File: src/rtl/algo_rgb888_2yuv422.sv
// RGB888 -> BT.601 studio-range YCbCr with 4:2:2 chroma decimation.
// Five register stages: products, partial sums, clamp, pair hold, output.
module algo_rgb888_2yuv422 #(
  parameter int P_CHROMA_AVG = 1
) (
  input  logic       clk,
  input  logic       rst_n,
  input  logic [7:0] i_r_8b,
  input  logic [7:0] i_g_8b,
  input  logic [7:0] i_b_8b,
  input  logic       i_hs,
  input  logic       i_vs,
  input  logic       i_data_en,
  output logic [7:0] o_y_8b,
  output logic [7:0] o_c_8b,
  output logic       o_hs,
  output logic       o_vs,
  output logic       o_data_en
);

  localparam int CTL_STAGES = 4;
  localparam int DE_BIT     = 2;

  // Control word {data_en, hs, vs}, one entry per stage S1..S4
  logic [2:0]  ctl_q [CTL_STAGES];
  logic [2:0]  ctl_d [CTL_STAGES];
  logic [2:0]  out_ctl_q, out_ctl_d;

  logic [15:0] m_y_r_q, m_y_g_q, m_y_b_q, m_y_r_d, m_y_g_d, m_y_b_d;
  logic [15:0] m_cb_r_q, m_cb_g_q, m_cb_b_q, m_cb_r_d, m_cb_g_d, m_cb_b_d;
  logic [15:0] m_cr_r_q, m_cr_g_q, m_cr_b_q, m_cr_r_d, m_cr_g_d, m_cr_b_d;

  logic [16:0] y_sum_q, cb_pos_q, cb_neg_q, cr_pos_q, cr_neg_q;
  logic [16:0] y_sum_d, cb_pos_d, cb_neg_d, cr_pos_d, cr_neg_d;

  logic [7:0]  y3_q, cb3_q, cr3_q, y3_d, cb3_d, cr3_d;
  logic        phase_q, phase_d;

  logic [7:0]  y4_q, cb4_q, cr4_q, y4_d, cb4_d, cr4_d;
  logic        ph4_q, ph4_d;

  logic [7:0]  y_out_q, c_out_q, cr_hold_q;
  logic [7:0]  y_out_d, c_out_d, cr_hold_d;

  logic        s3_de, s4_de, s4_even, pair_avg;
  logic [7:0]  cb_avg, cr_avg;

  function automatic logic [7:0] clamp8(input logic [16:0] pos, input logic [16:0] neg);
    logic [16:0] diff;
    diff = pos - neg;
    if (neg > pos)
      return 8'd0;
    else if (diff[16])
      return 8'd255;
    else
      return 8'(diff >> 8);
  endfunction

  function automatic logic [7:0] avg8(input logic [7:0] a, input logic [7:0] b);
    logic [8:0] s;
    s = {1'b0, a} + {1'b0, b} + 9'd1;
    return 8'(s >> 1);
  endfunction

  always_comb begin
    ctl_d[0] = {i_data_en, i_hs, i_vs};
    for (int k = 1; k < CTL_STAGES; k++)
      ctl_d[k] = ctl_q[k-1];
    out_ctl_d = ctl_q[CTL_STAGES-1];
  end

  // S1: products
  always_comb begin
    m_y_r_d  = 16'(i_r_8b) * 16'd66;
    m_y_g_d  = 16'(i_g_8b) * 16'd129;
    m_y_b_d  = 16'(i_b_8b) * 16'd25;
    m_cb_r_d = 16'(i_r_8b) * 16'd38;
    m_cb_g_d = 16'(i_g_8b) * 16'd74;
    m_cb_b_d = 16'(i_b_8b) * 16'd112;
    m_cr_r_d = 16'(i_r_8b) * 16'd112;
    m_cr_g_d = 16'(i_g_8b) * 16'd94;
    m_cr_b_d = 16'(i_b_8b) * 16'd18;
  end

  // S2: positive terms carry the offset and rounding constant
  always_comb begin
    y_sum_d  = 17'(m_y_r_q) + 17'(m_y_g_q) + 17'(m_y_b_q) + 17'd4224;
    cb_pos_d = 17'(m_cb_b_q) + 17'd32896;
    cb_neg_d = 17'(m_cb_r_q) + 17'(m_cb_g_q);
    cr_pos_d = 17'(m_cr_r_q) + 17'd32896;
    cr_neg_d = 17'(m_cr_g_q) + 17'(m_cr_b_q);
  end

  // S3: clamp, plus the pair phase of the pixel now in S3
  always_comb begin
    y3_d    = clamp8(y_sum_q, 17'd0);
    cb3_d   = clamp8(cb_pos_q, cb_neg_q);
    cr3_d   = clamp8(cr_pos_q, cr_neg_q);
    s3_de   = ctl_q[2][DE_BIT];
    phase_d = s3_de ? ~phase_q : 1'b0;
  end

  always_comb begin
    y4_d  = y3_q;
    cb4_d = cb3_q;
    cr4_d = cr3_q;
    ph4_d = phase_q;
  end

  // S4 -> S5: an even pixel in S4 pairs with the odd pixel currently in S3
  always_comb begin
    s4_de     = ctl_q[3][DE_BIT];
    s4_even   = s4_de & ~ph4_q;
    pair_avg  = (P_CHROMA_AVG != 0) && s3_de;
    cb_avg    = avg8(cb4_q, cb3_q);
    cr_avg    = avg8(cr4_q, cr3_q);
    cr_hold_d = cr_hold_q;
    y_out_d   = 8'd0;
    c_out_d   = 8'd0;
    if (s4_de) begin
      y_out_d = y4_q;
      if (s4_even) begin
        c_out_d   = pair_avg ? cb_avg : cb4_q;
        cr_hold_d = pair_avg ? cr_avg : cr4_q;
      end else begin
        c_out_d   = cr_hold_q;
      end
    end
  end

  always_ff @(posedge clk or negedge rst_n) begin
    if (!rst_n) begin
      for (int k = 0; k < CTL_STAGES; k++)
        ctl_q[k] <= 3'd0;
      out_ctl_q <= 3'd0;
      m_y_r_q   <= 16'd0;
      m_y_g_q   <= 16'd0;
      m_y_b_q   <= 16'd0;
      m_cb_r_q  <= 16'd0;
      m_cb_g_q  <= 16'd0;
      m_cb_b_q  <= 16'd0;
      m_cr_r_q  <= 16'd0;
      m_cr_g_q  <= 16'd0;
      m_cr_b_q  <= 16'd0;
      y_sum_q   <= 17'd0;
      cb_pos_q  <= 17'd0;
      cb_neg_q  <= 17'd0;
      cr_pos_q  <= 17'd0;
      cr_neg_q  <= 17'd0;
      y3_q      <= 8'd0;
      cb3_q     <= 8'd0;
      cr3_q     <= 8'd0;
      phase_q   <= 1'b0;
      y4_q      <= 8'd0;
      cb4_q     <= 8'd0;
      cr4_q     <= 8'd0;
      ph4_q     <= 1'b0;
      y_out_q   <= 8'd0;
      c_out_q   <= 8'd0;
      cr_hold_q <= 8'd0;
    end else begin
      for (int k = 0; k < CTL_STAGES; k++)
        ctl_q[k] <= ctl_d[k];
      out_ctl_q <= out_ctl_d;
      m_y_r_q   <= m_y_r_d;
      m_y_g_q   <= m_y_g_d;
      m_y_b_q   <= m_y_b_d;
      m_cb_r_q  <= m_cb_r_d;
      m_cb_g_q  <= m_cb_g_d;
      m_cb_b_q  <= m_cb_b_d;
      m_cr_r_q  <= m_cr_r_d;
      m_cr_g_q  <= m_cr_g_d;
      m_cr_b_q  <= m_cr_b_d;
      y_sum_q   <= y_sum_d;
      cb_pos_q  <= cb_pos_d;
      cb_neg_q  <= cb_neg_d;
      cr_pos_q  <= cr_pos_d;
      cr_neg_q  <= cr_neg_d;
      y3_q      <= y3_d;
      cb3_q     <= cb3_d;
      cr3_q     <= cr3_d;
      phase_q   <= phase_d;
      y4_q      <= y4_d;
      cb4_q     <= cb4_d;
      cr4_q     <= cr4_d;
      ph4_q     <= ph4_d;
      y_out_q   <= y_out_d;
      c_out_q   <= c_out_d;
      cr_hold_q <= cr_hold_d;
    end
  end

  assign o_y_8b    = y_out_q;
  assign o_c_8b    = c_out_q;
  assign o_data_en = out_ctl_q[2];
  assign o_hs      = out_ctl_q[1];
  assign o_vs      = out_ctl_q[0];

endmodule

File: config.mk
export PLATFORM = sky130hd
export DESIGN_NAME = algo_rgb888_2yuv422
export DESIGN_NICKNAME = d
export VERILOG_FILES = /design/src/rtl/algo_rgb888_2yuv422.sv
export SDC_FILE = /design/constraint.sdc
export NUM_CORES = 1
export LEC_CHECK = 0
export CORE_UTILIZATION = 60
export DETAILED_ROUTE_END_ITERATION = 8
export GPL_ROUTABILITY_DRIVEN = 0
export PLACE_DENSITY = 0.78
export SLEW_MARGIN = 10
export SYNTH_ARGS = -nofsm -noshare
export SYNTH_HDL_FRONTEND = slang
export SYNTH_SLANG_ARGS = --single-unit
File: constraint.sdc
create_clock -name clk -period 3.55 [get_ports clk]
set_clock_uncertainty 0.2 [all_clocks]
set_input_delay 0.355 -clock clk [delete_from_list [all_inputs] [get_ports clk]]
set_output_delay 0.355 -clock clk [all_outputs]
set_load 0.02 [all_outputs]
Yosys cells after proc, flatten, opt, wreduce, memory -nomap -nowiden:

Cells that the tools add are included.

* bits in registers: 290
* output and inout port bits: 19

* $add $sub $neg: 13
* multiply operators: 9
* $lt $le $gt $ge: 3
* muxes and demuxes: 12
* bitwise operators: 3
* reduce and logical (&&, ||, !) cells: 1

Operators with widths (count)
* 8-bit two-way mux: 11
* 8-bit by 6-bit multiplier with 14-bit output, second input constant: 3
* 15-bit by 16-bit adder with 17-bit output, second input constant: 2
* 16-bit by 17-bit greater-than comparator with 1-bit output: 2
* 17-bit by 16-bit subtractor with 17-bit output: 2
* 8-bit by 5-bit multiplier with 13-bit output, second input constant: 2
* 8-bit by 3-bit multiplier with 11-bit output, second input constant: 2
* 8-bit by 8-bit adder with 9-bit output: 2
* 9-bit by 1-bit adder with 9-bit output, second input constant: 2
* 15-bit by 16-bit adder with 17-bit output: 1
* 17-bit by 13-bit adder with 17-bit output: 1
* 17-bit by 13-bit adder with 17-bit output, second input constant: 1
* 1-bit by 17-bit greater-than comparator with 1-bit output, first input constant: 1
* 14-bit by 15-bit adder with 16-bit output: 1
* 15-bit by 13-bit adder with 16-bit output: 1
* 8-bit by 8-bit multiplier with 16-bit output, second input constant: 1
* 8-bit by 4-bit multiplier with 12-bit output, second input constant: 1
* 1-bit NOT: 2
* 2-bit AND reduction: 1
* 1-bit bitwise AND: 1
* 1-bit two-way mux: 1

Longest topological paths before layout:

* word-level depth: 5
* depth in mapped cells: 15

Worst setup path after synthesis:

OpenSTA, ideal clock, no wires.

* path type: input -> register
* start: in i_g_8b[2]
* end: reg m_cr_g_q[14]
* arrival: 3.509 ns
* data required time: 3.270 ns
* slack: -0.239 ns
* cell stages on the path: 13
* path buffers: 0
* cell sequence: inv_1 fa_1 inv_1 ha_1 fa_1 fa_1 a21o_1 a21oi_2 o21bai_1 a2111oi_2 o31ai_1 a21oi_1 xnor2_1

* cells in the longest elaborated chain, start to end: 1

Ends and longest elaborated chain
* from (decl): RTL line 9 `input logic [7:0] i_g_8b,`
* 8-bit by 6-bit multiplier with 14-bit output: RTL line 81 `m_cr_g_d = 16'(i_g_8b) * 16'd94;`
* named net m_cr_g_d[14]: RTL line 31 `logic [15:0] m_cr_r_q, m_cr_g_q, m_cr_b_q, m_cr_r_d, m_cr_g_d, m_cr_b_d;`
* to (signal assigned): RTL line 172 `m_cr_g_q <= m_cr_g_d;`
* to (decl): RTL line 31

The timed path passes the listed nets, and every way through them passes these cells.
A chain may end at the register's enable or synchronous reset.

Worst setup path in the final report:

* start: in i_g_8b[7]
* end: reg m_cr_g_q[14]

The elaborated chain is that of the path after synthesis.

==> flow_metrics.py <==
metrics = {
    "setup_path": {
        "cp_max_fo": 3,
        "end_kind": "register",
        "worstPathArrival_ps": 3670,
        "critPathKind": "in -> reg",
        "required_ps": 3770,
        "start_kind": "input port",
    },
    "logic_synthesis": {
        "ys.flop_type": "dfrtp_1",
        "ys_ff_latch": 261,
        "syn_nets": 1709,
        "yosys_warnings": 0,
        "synthArstFlopShare_pct": 100,
        "synth.yosys.seq_area_share_pct": 42.5,
        "ys_top_cells_by_area": "dfrtp_1, ha_1, fa_1, inv_1, xnor2_1",
        "synth_top_area_share_pct": 42.5,
        "synth_cell_type_count": 56,
        "avgSynthCellArea_um2": 11.1,
        "synthCells": 1383,
        "synth_top_area_cell": "dfrtp_1",
        "synth_edf_count": 0,
        "syn_area_um2": 15400,
    },
    "power": {
        "sw_frac_of_total_pct": 38.1,
        "p_sw_mw": 5.39,
        "power_density_nw_per_um2": 800,
        "pwr-share-comb_pct": 49.3,
        "pwr-share-seq_pct": 31.8,
        "vdd_drop_max_mv": 0.448,
        "clkPwrFrac_pct": 18.9,
        "p_leak_nw": 8.90,
        "intPower_mw": 8.75,
    },
    "placed_design": {
        "place_ws_ps": -743,
        "post_dp_cell_area_um2": 16700,
        "dp_hpwl_mm": 23.2,
        "io_buffers": 47,
    },
    "sta": {
        "setup_viol": 0,
        "finalHoldViolCount": 0,
        "period_needed_ps": 3450,
        "slew-limit-headroom_pct": 50.2,
        "fmax_mhz": 289,
        "maxSlewViolCount": 0,
        "post-route-period-util_pct": 97.3,
        "timing.final.ws_setup_ps": 95.3,
        "tightest_slew_ps": 748,
    },
    "floorplan": {
        "coreArea_um2": 25100,
        "io_pins": 48,
        "die_y_um": 162,
        "start_util_pct": 61.2,
        "row_count": 58,
        "fp.dieArea_um2": 26200,
        "die_w_um": 162,
    },
    "cells_and_area": {
        "finalInstanceArea_um2": 17700,
        "nFillCells": 1781,
        "layout_commonest_cell": "dfrtp_1",
        "drive_above_1_share_pct": 9.64,
        "layout.nets": 1844,
        "area_growth_pct": 15.1,
        "num_antenna_cells": 0,
        "final_cell_mix": "dfrtp_1, ha_1, inv_1, a21oi_1, xnor2_1",
        "final_core_util_pct": 70.4,
    },
    "cts": {
        "cts_buffers": 27,
        "cts_max_level": 1,
        "max-clock-path-buffers": 3,
        "cts_sinks": 261,
        "clockRootBuffer": "clkbuf_16",
        "cts_tree": "done",
        "clk_latency_ps": 530,
        "path_clk_slew_ps": 60,
    },
    "drt": {
        "vias_per_cell": 5.44,
        "route.detailed.drc": 0,
        "detail_route.wl_per_cell_um": 15.9,
        "vias": 10139,
        "ant_nets": 0,
        "first_pass_iters": 5,
        "drtIter0Drc": 540,
        "finalWirelength_mm": 29.7,
    },
    "status": {
        "outcome": "complete, no violations",
    },
    "global_route": {
        "grt_overflow_total": 0,
        "grt_max_degree": 101,
        "grt_pass1_wl_mm": 50.1,
        "track_usage_pct": 24.1,
        "grt_antenna_before_repair": 0,
        "first_global_vias": 10641,
    },
    "flow_run": {
        "drv_cap": 0,
    },
    "min_path": {
        "min_path_type": "in -> reg",
    },
}
Yosys cell counts, types with 3 or more instances:
| library cell | count |
|---|---|
| a211oi_1 | 8 |
| a21boi_0 | 3 |
| a21o_1 | 26 |
| a21oi_1 | 95 |
| a221oi_1 | 3 |
| a31oi_1 | 4 |
| and2_1 | 12 |
| and3_1 | 8 |
| clkbuf_1 | 7 |
| dfrtp_1 | 261 |
| fa_1 | 63 |
| ha_1 | 234 |
| inv_1 | 212 |
| mux2i_1 | 7 |
| nand2_1 | 55 |
| nand2b_1 | 7 |
| nand3_1 | 18 |
| nor2_1 | 58 |
| nor2b_1 | 21 |
| nor3_1 | 13 |
| o211ai_1 | 5 |
| o21a_1 | 14 |
| o21ai_0 | 58 |
| o21ai_1 | 3 |
| o21bai_1 | 17 |
| o22ai_1 | 5 |
| o31ai_1 | 3 |
| or2_2 | 13 |
| or3_1 | 9 |
| xnor2_1 | 82 |
| xor2_1 | 28 |
power by group through the flow:
| stage | sequential, mW | clock (mW) | combinational (mW) |
|---|---|---|---|
| detailed placement | 4.54 | 0 | 6.79 |
| CTS | 4.50 | 2.73 | 6.94 |
| global placement | 4.51 | 0 | 6.54 |
| finish | 4.50 | 2.68 | 6.97 |
| global route | 4.59 | 2.84 | 7.82 |
| floorplan | 4.42 | 0 | 4.94 |
repair_timing:
action	4_1_cts	5_1_grt
hold buffers	1	0
endpoints found under the setup margin	3	3
buffers inserted	2	0
pin swaps	11	2
resized for setup	16	6
hold endpoints to repair	96	0
cells by family after synthesis:
family,count (synthesis),synth area share (%)
and+or+nand+nor,220,6.95
buffers and inverters,219,5.35
adders and majority gates,298,27.3
DFF,261,42.5
xor gates and xnor gates,110,6.27
AOI/OAI and AO/OA,267,11.0
muxes,8,0.530
path summary, 6_finish.rpt:
| kind | from | to | slack [ps] | cells after the start |
|---|---|---|---|---|
| max reg2reg | m_cr_b_q[3]$_DFF_PN0_ | y_sum_q[16]$_DFF_PN0_ | 190 | 14 |
| max in group asynchronous | rst_n | m_cr_b_q[7]$_DFF_PN0_ | 1950 | 3 |
| min in group asynchronous | rst_n | o_y_8b[7]$_DFF_PN0_ | 250 | 2 |
| min | i_g_8b[2] | m_y_g_q[2]$_DFF_PN0_ | 30 | 2 |
| min reg2reg | y3_q[1]$_DFF_PN0_ | y4_q[1]$_DFF_PN0_ | 140 | 0 |
| max | i_g_8b[7] | m_cr_g_q[14]$_DFF_PN0_ | 100 | 13 |
worst max-delay path, stage by stage:
cell and delay (ps):
clkdlybuf4s50_1 450, fa_1 490, inv_1 50, fa_1 460, fa_1 540, inv_1 60
ha_4 270, inv_1 50, o21bai_2 180, a2111oi_4 110, o31ai_2 300, a21oi_2 100
xnor2_1 240
final cells by class:
| cell class | instances | area [µm²] | share of cell area, % |
|---|---|---|---|
| inverters | 212 | 796 | 4.50 |
| flip-flops and latches | 261 | 6530 | 37.0 |
| repair buffers | 113 | 997 | 5.64 |
| multi-input cells | 903 | 8090 | 45.8 |
| clock inverters | 9 | 85.1 | 0.481 |
| clock buffers | 37 | 763 | 4.32 |
| well taps | 330 | 413 | 2.34 |
layer usage:
layer | track usage (%) | share of wire (%)
met5 | 0 | 0
met4 | 9.65 | 4.2
met3 | 2.55 | 2.9
met2 | 43.3 | 52
met1 | 29.7 | 41
flip-flops by register name (all words and copies together) (netlist names), 10 cells and up:
| register | count |
|---|---|
| cb_neg_q | 15 |
| m_cb_b_q | 10 |
| m_cr_b_q | 12 |
| m_y_r_q | 13 |
| m_cr_r_q | 11 |
| cr_neg_q | 14 |
| cr_pos_q | 13 |
| m_cb_g_q | 12 |
| m_y_g_q | 16 |
| y_sum_q | 10 |
| m_cb_r_q | 11 |
| cb_pos_q | 13 |
| m_cr_g_q | 13 |
per-stage QoR:
stage,setup TNS (ps),instances,hold WS [ps],power (mW)
finish,0,1865,29.1,14.1
detailed placement,-3600,1816,135,11.3
CTS,0,1865,10.8,14.2
global route,-12.1,1865,38.8,15.3
floorplan,0,1383,-141,9.36
global placement,-2690,1816,132,11.0
No activity file was read; power rests on OpenSTA's default activity.
